File: config.mk
export PLATFORM = sky130hd
export DESIGN_NAME = counter_ctrl_flat
export DESIGN_NICKNAME = d
export VERILOG_FILES = /design/src/rtl/counter_ctrl_if.sv /design/src/rtl/counter_ctrl.sv /design/src/flat_wrapper.sv
export SDC_FILE = /design/constraint.sdc
export NUM_CORES = 1
export LEC_CHECK = 0
export CORE_ASPECT_RATIO = 1.25
export CORE_MARGIN = 8
export CORE_UTILIZATION = 43
export DETAILED_ROUTE_END_ITERATION = 12
export PLACE_DENSITY = 0.75
export SYNTH_ARGS = -nofsm -noshare
export SYNTH_HDL_FRONTEND = slang
export SYNTH_SLANG_ARGS = --single-unit
File: constraint.sdc
create_clock -name counter_ctrl_clk -period 2.1 [get_ports counter_ctrl_clk]
set_clock_uncertainty 0.15 [all_clocks]
set_input_delay 0.63 -clock counter_ctrl_clk [delete_from_list [all_inputs] [get_ports counter_ctrl_clk]]
set_output_delay 0.63 -clock counter_ctrl_clk [all_outputs]
set_load 0.1 [all_outputs]
File: src/rtl/counter_ctrl_if.sv
// rtl/counter_ctrl_if.sv - button/switch inputs, counter readback and control outputs of counter_ctrl
interface counter_ctrl_if;
    logic       counter_ctrl_start;
    logic       counter_ctrl_stop;
    logic       counter_ctrl_clear;
    logic       counter_ctrl_mode;
    logic [3:0] counter_ctrl_limit_tens;
    logic [3:0] counter_ctrl_limit_ones;
    logic [3:0] counter_ctrl_first_num;
    logic [3:0] counter_ctrl_second_num;
    logic       counter_ctrl_cnt_en;
    logic       counter_ctrl_cnt_clr;
    logic       counter_ctrl_done;
    logic [1:0] counter_ctrl_state;

    // Board side: drives buttons, switches and counter readback.
    modport master (
        output counter_ctrl_start, counter_ctrl_stop, counter_ctrl_clear, counter_ctrl_mode,
        output counter_ctrl_limit_tens, counter_ctrl_limit_ones,
        output counter_ctrl_first_num, counter_ctrl_second_num,
        input  counter_ctrl_cnt_en, counter_ctrl_cnt_clr, counter_ctrl_done, counter_ctrl_state
    );

    modport slave (
        input  counter_ctrl_start, counter_ctrl_stop, counter_ctrl_clear, counter_ctrl_mode,
        input  counter_ctrl_limit_tens, counter_ctrl_limit_ones,
        input  counter_ctrl_first_num, counter_ctrl_second_num,
        output counter_ctrl_cnt_en, counter_ctrl_cnt_clr, counter_ctrl_done, counter_ctrl_state
    );
endinterface

File: src/rtl/counter_ctrl.sv
// rtl/counter_ctrl.sv - run/pause/clear FSM, tick prescaler and limit stop for the two-digit BCD counter
module counter_ctrl #(
    parameter int TICK_DIV = 4
) (
    input  logic           counter_ctrl_clk,
    input  logic           counter_ctrl_rst,
    counter_ctrl_if.slave  bus
);
    localparam int PW = (TICK_DIV > 1) ? $clog2(TICK_DIV) : 1;
    localparam logic [PW-1:0] PRESC_MAX = PW'(TICK_DIV - 1);

    typedef enum logic [1:0] {
        IDLE  = 2'b00,
        RUN   = 2'b01,
        PAUSE = 2'b10,
        DONE  = 2'b11
    } stateT;

    stateT         stateQ;
    logic [PW-1:0] prescQ;
    logic          cntEnQ;
    logic          cntClrQ;
    logic          doneQ;
    logic          modeQ;
    logic [3:0]    limTensQ;
    logic [3:0]    limOnesQ;
    logic          startQ;
    logic          stopQ;
    logic          clearQ;

    logic startEdge;
    logic stopEdge;
    logic clearEdge;
    logic limitHit;

    assign startEdge = bus.counter_ctrl_start & ~startQ;
    assign stopEdge  = bus.counter_ctrl_stop  & ~stopQ;
    assign clearEdge = bus.counter_ctrl_clear & ~clearQ;

    // Digits >9 in the latched limit can never equal a real counter value.
    assign limitHit = modeQ &&
                      ({bus.counter_ctrl_second_num, bus.counter_ctrl_first_num} == {limTensQ, limOnesQ});

    always_ff @(posedge counter_ctrl_clk) begin
        if (counter_ctrl_rst) begin
            stateQ   <= IDLE;
            prescQ   <= '0;
            cntEnQ   <= 1'b0;
            cntClrQ  <= 1'b0;
            doneQ    <= 1'b0;
            modeQ    <= 1'b0;
            limTensQ <= 4'd0;
            limOnesQ <= 4'd0;
            // History starts high so a button held through reset gives no edge.
            startQ   <= 1'b1;
            stopQ    <= 1'b1;
            clearQ   <= 1'b1;
        end else begin
            startQ  <= bus.counter_ctrl_start;
            stopQ   <= bus.counter_ctrl_stop;
            clearQ  <= bus.counter_ctrl_clear;
            cntEnQ  <= 1'b0;
            cntClrQ <= 1'b0;

            if (clearEdge) begin
                stateQ  <= IDLE;
                prescQ  <= '0;
                doneQ   <= 1'b0;
                cntClrQ <= 1'b1;
            end else begin
                case (stateQ)
                    IDLE: begin
                        if (startEdge) begin
                            stateQ   <= RUN;
                            prescQ   <= '0;
                            modeQ    <= bus.counter_ctrl_mode;
                            limTensQ <= bus.counter_ctrl_limit_tens;
                            limOnesQ <= bus.counter_ctrl_limit_ones;
                        end
                    end
                    RUN: begin
                        // Limit beats stop; a tick due in the same cycle is dropped.
                        if (limitHit) begin
                            stateQ <= DONE;
                            doneQ  <= 1'b1;
                        end else if (stopEdge) begin
                            stateQ <= PAUSE;
                        end else if (prescQ == PRESC_MAX) begin
                            prescQ <= '0;
                            cntEnQ <= 1'b1;
                        end else begin
                            prescQ <= prescQ + PW'(1);
                        end
                    end
                    PAUSE: begin
                        if (startEdge) begin
                            stateQ <= RUN;
                        end
                    end
                    DONE: begin
                        doneQ <= 1'b1;
                    end
                endcase
            end
        end
    end

    assign bus.counter_ctrl_cnt_en  = cntEnQ;
    assign bus.counter_ctrl_cnt_clr = cntClrQ;
    assign bus.counter_ctrl_done    = doneQ;
    assign bus.counter_ctrl_state   = stateQ;
endmodule

File: src/flat_wrapper.sv
// flat-port wrapper written by rule: the top's interface ports become plain ports
module counter_ctrl_flat 
#(
    parameter int TICK_DIV = 4
)
  (counter_ctrl_clk, counter_ctrl_rst, bus_counter_ctrl_start, bus_counter_ctrl_stop, bus_counter_ctrl_clear, bus_counter_ctrl_mode, bus_counter_ctrl_limit_tens, bus_counter_ctrl_limit_ones, bus_counter_ctrl_first_num, bus_counter_ctrl_second_num, bus_counter_ctrl_cnt_en, bus_counter_ctrl_cnt_clr, bus_counter_ctrl_done, bus_counter_ctrl_state);
  counter_ctrl_if bus_i ();
  input  logic counter_ctrl_clk;
  input  logic counter_ctrl_rst;
  input wire logic [$bits(bus_i.counter_ctrl_start)-1:0] bus_counter_ctrl_start;
  input wire logic [$bits(bus_i.counter_ctrl_stop)-1:0] bus_counter_ctrl_stop;
  input wire logic [$bits(bus_i.counter_ctrl_clear)-1:0] bus_counter_ctrl_clear;
  input wire logic [$bits(bus_i.counter_ctrl_mode)-1:0] bus_counter_ctrl_mode;
  input wire logic [$bits(bus_i.counter_ctrl_limit_tens)-1:0] bus_counter_ctrl_limit_tens;
  input wire logic [$bits(bus_i.counter_ctrl_limit_ones)-1:0] bus_counter_ctrl_limit_ones;
  input wire logic [$bits(bus_i.counter_ctrl_first_num)-1:0] bus_counter_ctrl_first_num;
  input wire logic [$bits(bus_i.counter_ctrl_second_num)-1:0] bus_counter_ctrl_second_num;
  output wire logic [$bits(bus_i.counter_ctrl_cnt_en)-1:0] bus_counter_ctrl_cnt_en;
  output wire logic [$bits(bus_i.counter_ctrl_cnt_clr)-1:0] bus_counter_ctrl_cnt_clr;
  output wire logic [$bits(bus_i.counter_ctrl_done)-1:0] bus_counter_ctrl_done;
  output wire logic [$bits(bus_i.counter_ctrl_state)-1:0] bus_counter_ctrl_state;
  assign bus_i.counter_ctrl_start = bus_counter_ctrl_start;
  assign bus_i.counter_ctrl_stop = bus_counter_ctrl_stop;
  assign bus_i.counter_ctrl_clear = bus_counter_ctrl_clear;
  assign bus_i.counter_ctrl_mode = bus_counter_ctrl_mode;
  assign bus_i.counter_ctrl_limit_tens = bus_counter_ctrl_limit_tens;
  assign bus_i.counter_ctrl_limit_ones = bus_counter_ctrl_limit_ones;
  assign bus_i.counter_ctrl_first_num = bus_counter_ctrl_first_num;
  assign bus_i.counter_ctrl_second_num = bus_counter_ctrl_second_num;
  assign bus_counter_ctrl_cnt_en = bus_i.counter_ctrl_cnt_en;
  assign bus_counter_ctrl_cnt_clr = bus_i.counter_ctrl_cnt_clr;
  assign bus_counter_ctrl_done = bus_i.counter_ctrl_done;
  assign bus_counter_ctrl_state = bus_i.counter_ctrl_state;
  counter_ctrl #(.TICK_DIV(TICK_DIV)) u_core (.counter_ctrl_clk(counter_ctrl_clk), .counter_ctrl_rst(counter_ctrl_rst), .bus(bus_i));
endmodule
# After elaboration in Yosys (flattened, before gate mapping)
# Cells that the tools add are included.
# classes
n_reduce_logical	12
n_bitwise	8
eq_ne	11
muxes	13
n_addsub	1
# op_table
op	count
two-way mux 2 bit	7
equality test 8 bit	1
case mux 2 bit (2 select lines)	2
equality test 2 bit, second input constant	3
inequality test 2 x 1 -> 1 bit, second input constant	3
AND reduction 3 bit	2
nonzero test 2 bit	3
inverter 1 bit	5
OR reduction 5 bit	1
inequality test 2 bit, second input constant	2
AND reduction 4 bit	1
OR reduction 2 bit	2
bitwise AND 1 bit	3
two-way mux 1 bit	3
inequality test 3 x 1 -> 1 bit, second input constant	1
adder 2 x 1 -> 2 bit, second input constant	1
equality test 2 x 1 -> 1 bit, second input constant	1
zero test 2 bit	1
case mux 1 bit (2 select lines)	1
AND reduction 2 bit	1
logical AND 1 bit	1
# word_totals
wordCells	56
output_inout_bits	5
in_bits	22
register_bits	19

# Depth between registers and ports, before layout
# depth
depth_word	5
depth_mapped	6
ltp_nobuf	5

# Worst setup path after synthesis
# OpenSTA, ideal clock, no wires.
# synth_path
kind	register -> register
start	register u_core.stateQ[0], in the netlist u_core.bus.counter_ctrl_state[0]
end	register u_core.limOnesQ[0]
path_buffers	1
arrival_ps	1791
required_ps	1822
setup_ps	128
path_slack_ps	32
period_less_slack_ps	2068
stages_incl_launch_ff	6
cell_sequence	dfxtp_1 or4_4 nand2b_4 buf_6 mux2i_1 nor2_1
# synth_between
elab_chain_len	2
# synth_lines
item	line_no	source
start: declaration	counter_ctrl.sv:19	stateT stateQ;
start signal: assignment	counter_ctrl.sv:46	stateQ <= IDLE;
start signal: assignment	counter_ctrl.sv:66	stateQ <= IDLE;
start signal: assignment	counter_ctrl.sv:74	stateQ <= RUN;
zero test 2 bit	counter_ctrl.sv:71	case (stateQ)
AND reduction 3 bit (no line)	n/a	
end signal: assignment	counter_ctrl.sv:78	limOnesQ <= bus.counter_ctrl_limit_ones;
end: declaration	counter_ctrl.sv:26	logic [3:0] limOnesQ;
# Every way passes these cells.
# A chain may end at the register's enable or synchronous reset.

# Worst setup path in the final report
# layout_path
start	input bus_counter_ctrl_start
end	register u_core.limTensQ[3]
# layout_between
elab_chain_len	2
# layout_lines
item	line_no	source
start: declaration	flat_wrapper.sv:10	input wire logic [$bits(bus_i.counter_ctrl_start)-1:0] bus_counter_ctrl_start;
bitwise AND 1 bit	counter_ctrl.sv:36	assign startEdge = bus.counter_ctrl_start & ~startQ;
AND reduction 3 bit (no line)	n/a	
end signal: assignment	counter_ctrl.sv:77	limTensQ <= bus.counter_ctrl_limit_tens;
end: declaration	counter_ctrl.sv:25	logic [3:0] limTensQ;
# Every way passes these cells.

==> out/summary.txt <==
Gp weighted congestion: 0.700
DP Area: 1160 um2
Full die area: 3520 um2
Leak: 0.568 nW
Pwr dens: 560 nW/um2
CP max stage delay: 0.49 ns
ANT nets after route: 0
Routed wire length per instance: 12.6 um
Post-synthesis register bit count: 19
FP Rows: 17
Max VDD drop: 0.000329 V
Nets: 139
Drt total wl: 1690 um
Status: completed
Final Hold Viols: 0
Top-area cell type share of the netlist area: 47.4%
Critical path type: primary input to flip-flop
Critical Path AT: 2.10 ns
DPL Wire Length: 1340 um
Initial antenna violation count: 0
R2r setup slk: 0.45 ns
Crit-path leading delay family: simple AND/OR/NAND/NOR gates
DRC: 0
Initial drt markers: 4
Die W: 54.7 um
Startpoint types: primary input
Final Max Slew Viols: 0
Number of max-cap violations: 0
Required time worst endpoint: 2.14 ns
Syn_nets: 105
Share of layout cells above drive strength 1: 19.1%
Final setup viols: 0
Most area-consuming cells after synthesis: dfxtp_1, mux2i_1, xor2_1, nor2_1, a31oi_1
Part of the cycle the worst path needs: 98.1%
Root buf cell: clkbuf_4
Final core utilization: 68.5%
Synth Warn #: 0
Cell chain of the critical path: clkdlybuf4s50_1 -> inv_2 -> or4_4 -> nand2b_4 -> mux2i_1 -> nor2_1
Worst min path class: flip-flop to flip-flop
CTS clk-pin slew, worst paths: 0.10 ns
Pre-Repair DR Iteration Count: 4
Total GRT Usage: 10.7%
Tmin final: 2.06 ns
CTS H-tree lvls: 1
Netlist cell types: 24
RSZ-0062 raised after global routing: false
DIE HEIGHT: 64.3 um
Via density per instance: 5.01
Initial Util: 45.5%
Slew headroom: 80.0%
CTS tree: done
Synthesized area per cell: 9.80 um2
Fill count: 136
Highest Clock Rate: 486 MHz
Clock Sinks: 19
Core ar.: 1770 um2
Critical path capture point type: flip-flop
Worst-skew pair later-pin latency: 0.29 ns
Mapped cell area: 803 um2
Worst Max-Slew Pin Slew: 0.296 ns
Ports: 27
Max clock buf depth: 2
TritonCTS buffer count: 3
Final instance area: 1210 um2
TNS Setup: 0 ns
Largest net degree at the start of global routing: 14
ANT cells: 0
GR Overflow Total: 0
Detailed-route via count: 671
P&R area growth vs syn: 50.6%
WP buf/inv: 2
First-pass GRT wire length: 2920 um
I/O Buffers: 26
Post-CTS Setup Bufs: 0
Vias in the first global route: 728
Crit path max fanout: 5
Synth area leader: dfxtp_1
Seq/Total Area, Yosys: 47.4%
Slowest cell on the critical path: clkdlybuf4s50_1
Mapped Cells: 82
## tightest hold or removal path: stages (launching register included)
cell and delay (ns):
dfxtp_1 0.33, nand3_1 0.06, mux2i_1 0.06
## kinds of logic (layout without fill, tap and decap cells)
logic type / after synthesis / in the layout / share of synthesized area [%]
fa+ha+maj: 1 / 1 / 1.56
simple gates: 32 / 33 / 20.6
buf+inv: 4 / 36 / 2.80
xor+xnor: 8 / 8 / 8.72
compound gates: 7 / 7 / 5.30
flops: 19 / 19 / 47.4
mux: 11 / 11 / 13.7
## sequential cells by signal (all words and copies together) (netlist names)
register                         flops
u_core.limTensQ                      4
u_core.modeQ                         1
u_core.startQ                        1
u_core.bus.counter_ctrl_done         1
u_core.bus.counter_ctrl_cnt_clr      1
u_core.stopQ                         1
u_core.prescQ                        2
u_core.bus.counter_ctrl_state        2
u_core.bus.counter_ctrl_cnt_en       1
u_core.limOnesQ                      4
u_core.clearQ                        1
## report_power, final
part / total [mW] / switching [mW] / internal (mW)
Clock: 0.180 / 0.106 / 0.0738
Combinational: 0.117 / 0.0486 / 0.0689
Sequential: 0.380 / 0.00850 / 0.372
Total: 0.678 / 0.163 / 0.514
## cell usage after synthesis, drive strengths merged
cell	instances
a31oi	3
and2	1
buf	1
clkbuf	2
dfxtp	19
ha	1
inv	1
mux2i	11
nand2	5
nand2b	2
nand3	2
nand3b	1
nor2	13
nor2b	2
nor3	1
nor4	1
o21ai	3
o311ai	1
or2	3
or4	1
xnor2	1
xor2	7
## final cells by class
class                   instances  area, um2  area share, %
flip-flops and latches         19        380           31.4
well taps                      19       23.8           1.96
clock buffers                   4       26.3           2.17
inverters                       1       3.75          0.310
multi-input cells              60        425           35.2
repair buffers                 31        350           29.0
## layout by cell type, fill, tap and decap left out, drive strengths merged
cell type and count:
clkdlybuf4s50 20, dfxtp 19, nor2 13, mux2i 11, buf 10, xor2 7
nand2 5, clkbuf 4, a31oi 3, or2 3, nand2b 3, o21ai 3
nor2b 2, nand3 2, inv 1, or4 1, xnor2 1, and2 1
nor3 1, nor4 1, nand3b 1, o311ai 1, ha 1, dlymetal6s2s 1
## worst paths after layout
| kind | from | end | depth (start not counted) |
|---|---|---|---|
| hold / removal | u_core.prescQ[1]$_SDFFE_PP0P_ | u_core.prescQ[1]$_SDFFE_PP0P_ | 2 |
| hold reg to reg | u_core.prescQ[1]$_SDFFE_PP0P_ | u_core.prescQ[1]$_SDFFE_PP0P_ | 2 |
| setup / recovery | bus_counter_ctrl_start | u_core.limTensQ[3]$_SDFFE_PP0P_ | 6 |
| setup reg to reg | u_core.bus.counter_ctrl_state[0]$_SDFFE_PP0P_ | u_core.limTensQ[3]$_SDFFE_PP0P_ | 4 |
## metrics by stage
step                      hold WS (ns)  std cells  setup WS [ns]  total power [mW]
after floorplan                  0.303         82         0.0318             0.440
after detailed placement         0.329        129         -0.291             0.502
after global routing             0.382        134        0.00312             0.708
final                            0.339        134         0.0404             0.678
after global placement           0.311        129         -0.254             0.499
after CTS                        0.344        133         0.0207             0.682
## layer usage
metal	global-route usage (%)	share of wire [%]	up-vias
met1	12.1	43	302
met5	0	0	-
met3	3.70	7.9	2
met4	5.56	0.83	0
li1	-	-	345
met2	16.8	49	22
## what timing repair did
| item | 4_1_cts | 5_1_grt |
|---|---|---|
| hold buffers | 0 | 0 |
| resized for setup | 0 | 4 |
| endpoints found under the setup margin | 0 | 10 |
| hold endpoints to repair | 0 | 0 |
No activity file was read; power rests on OpenSTA's default activity.
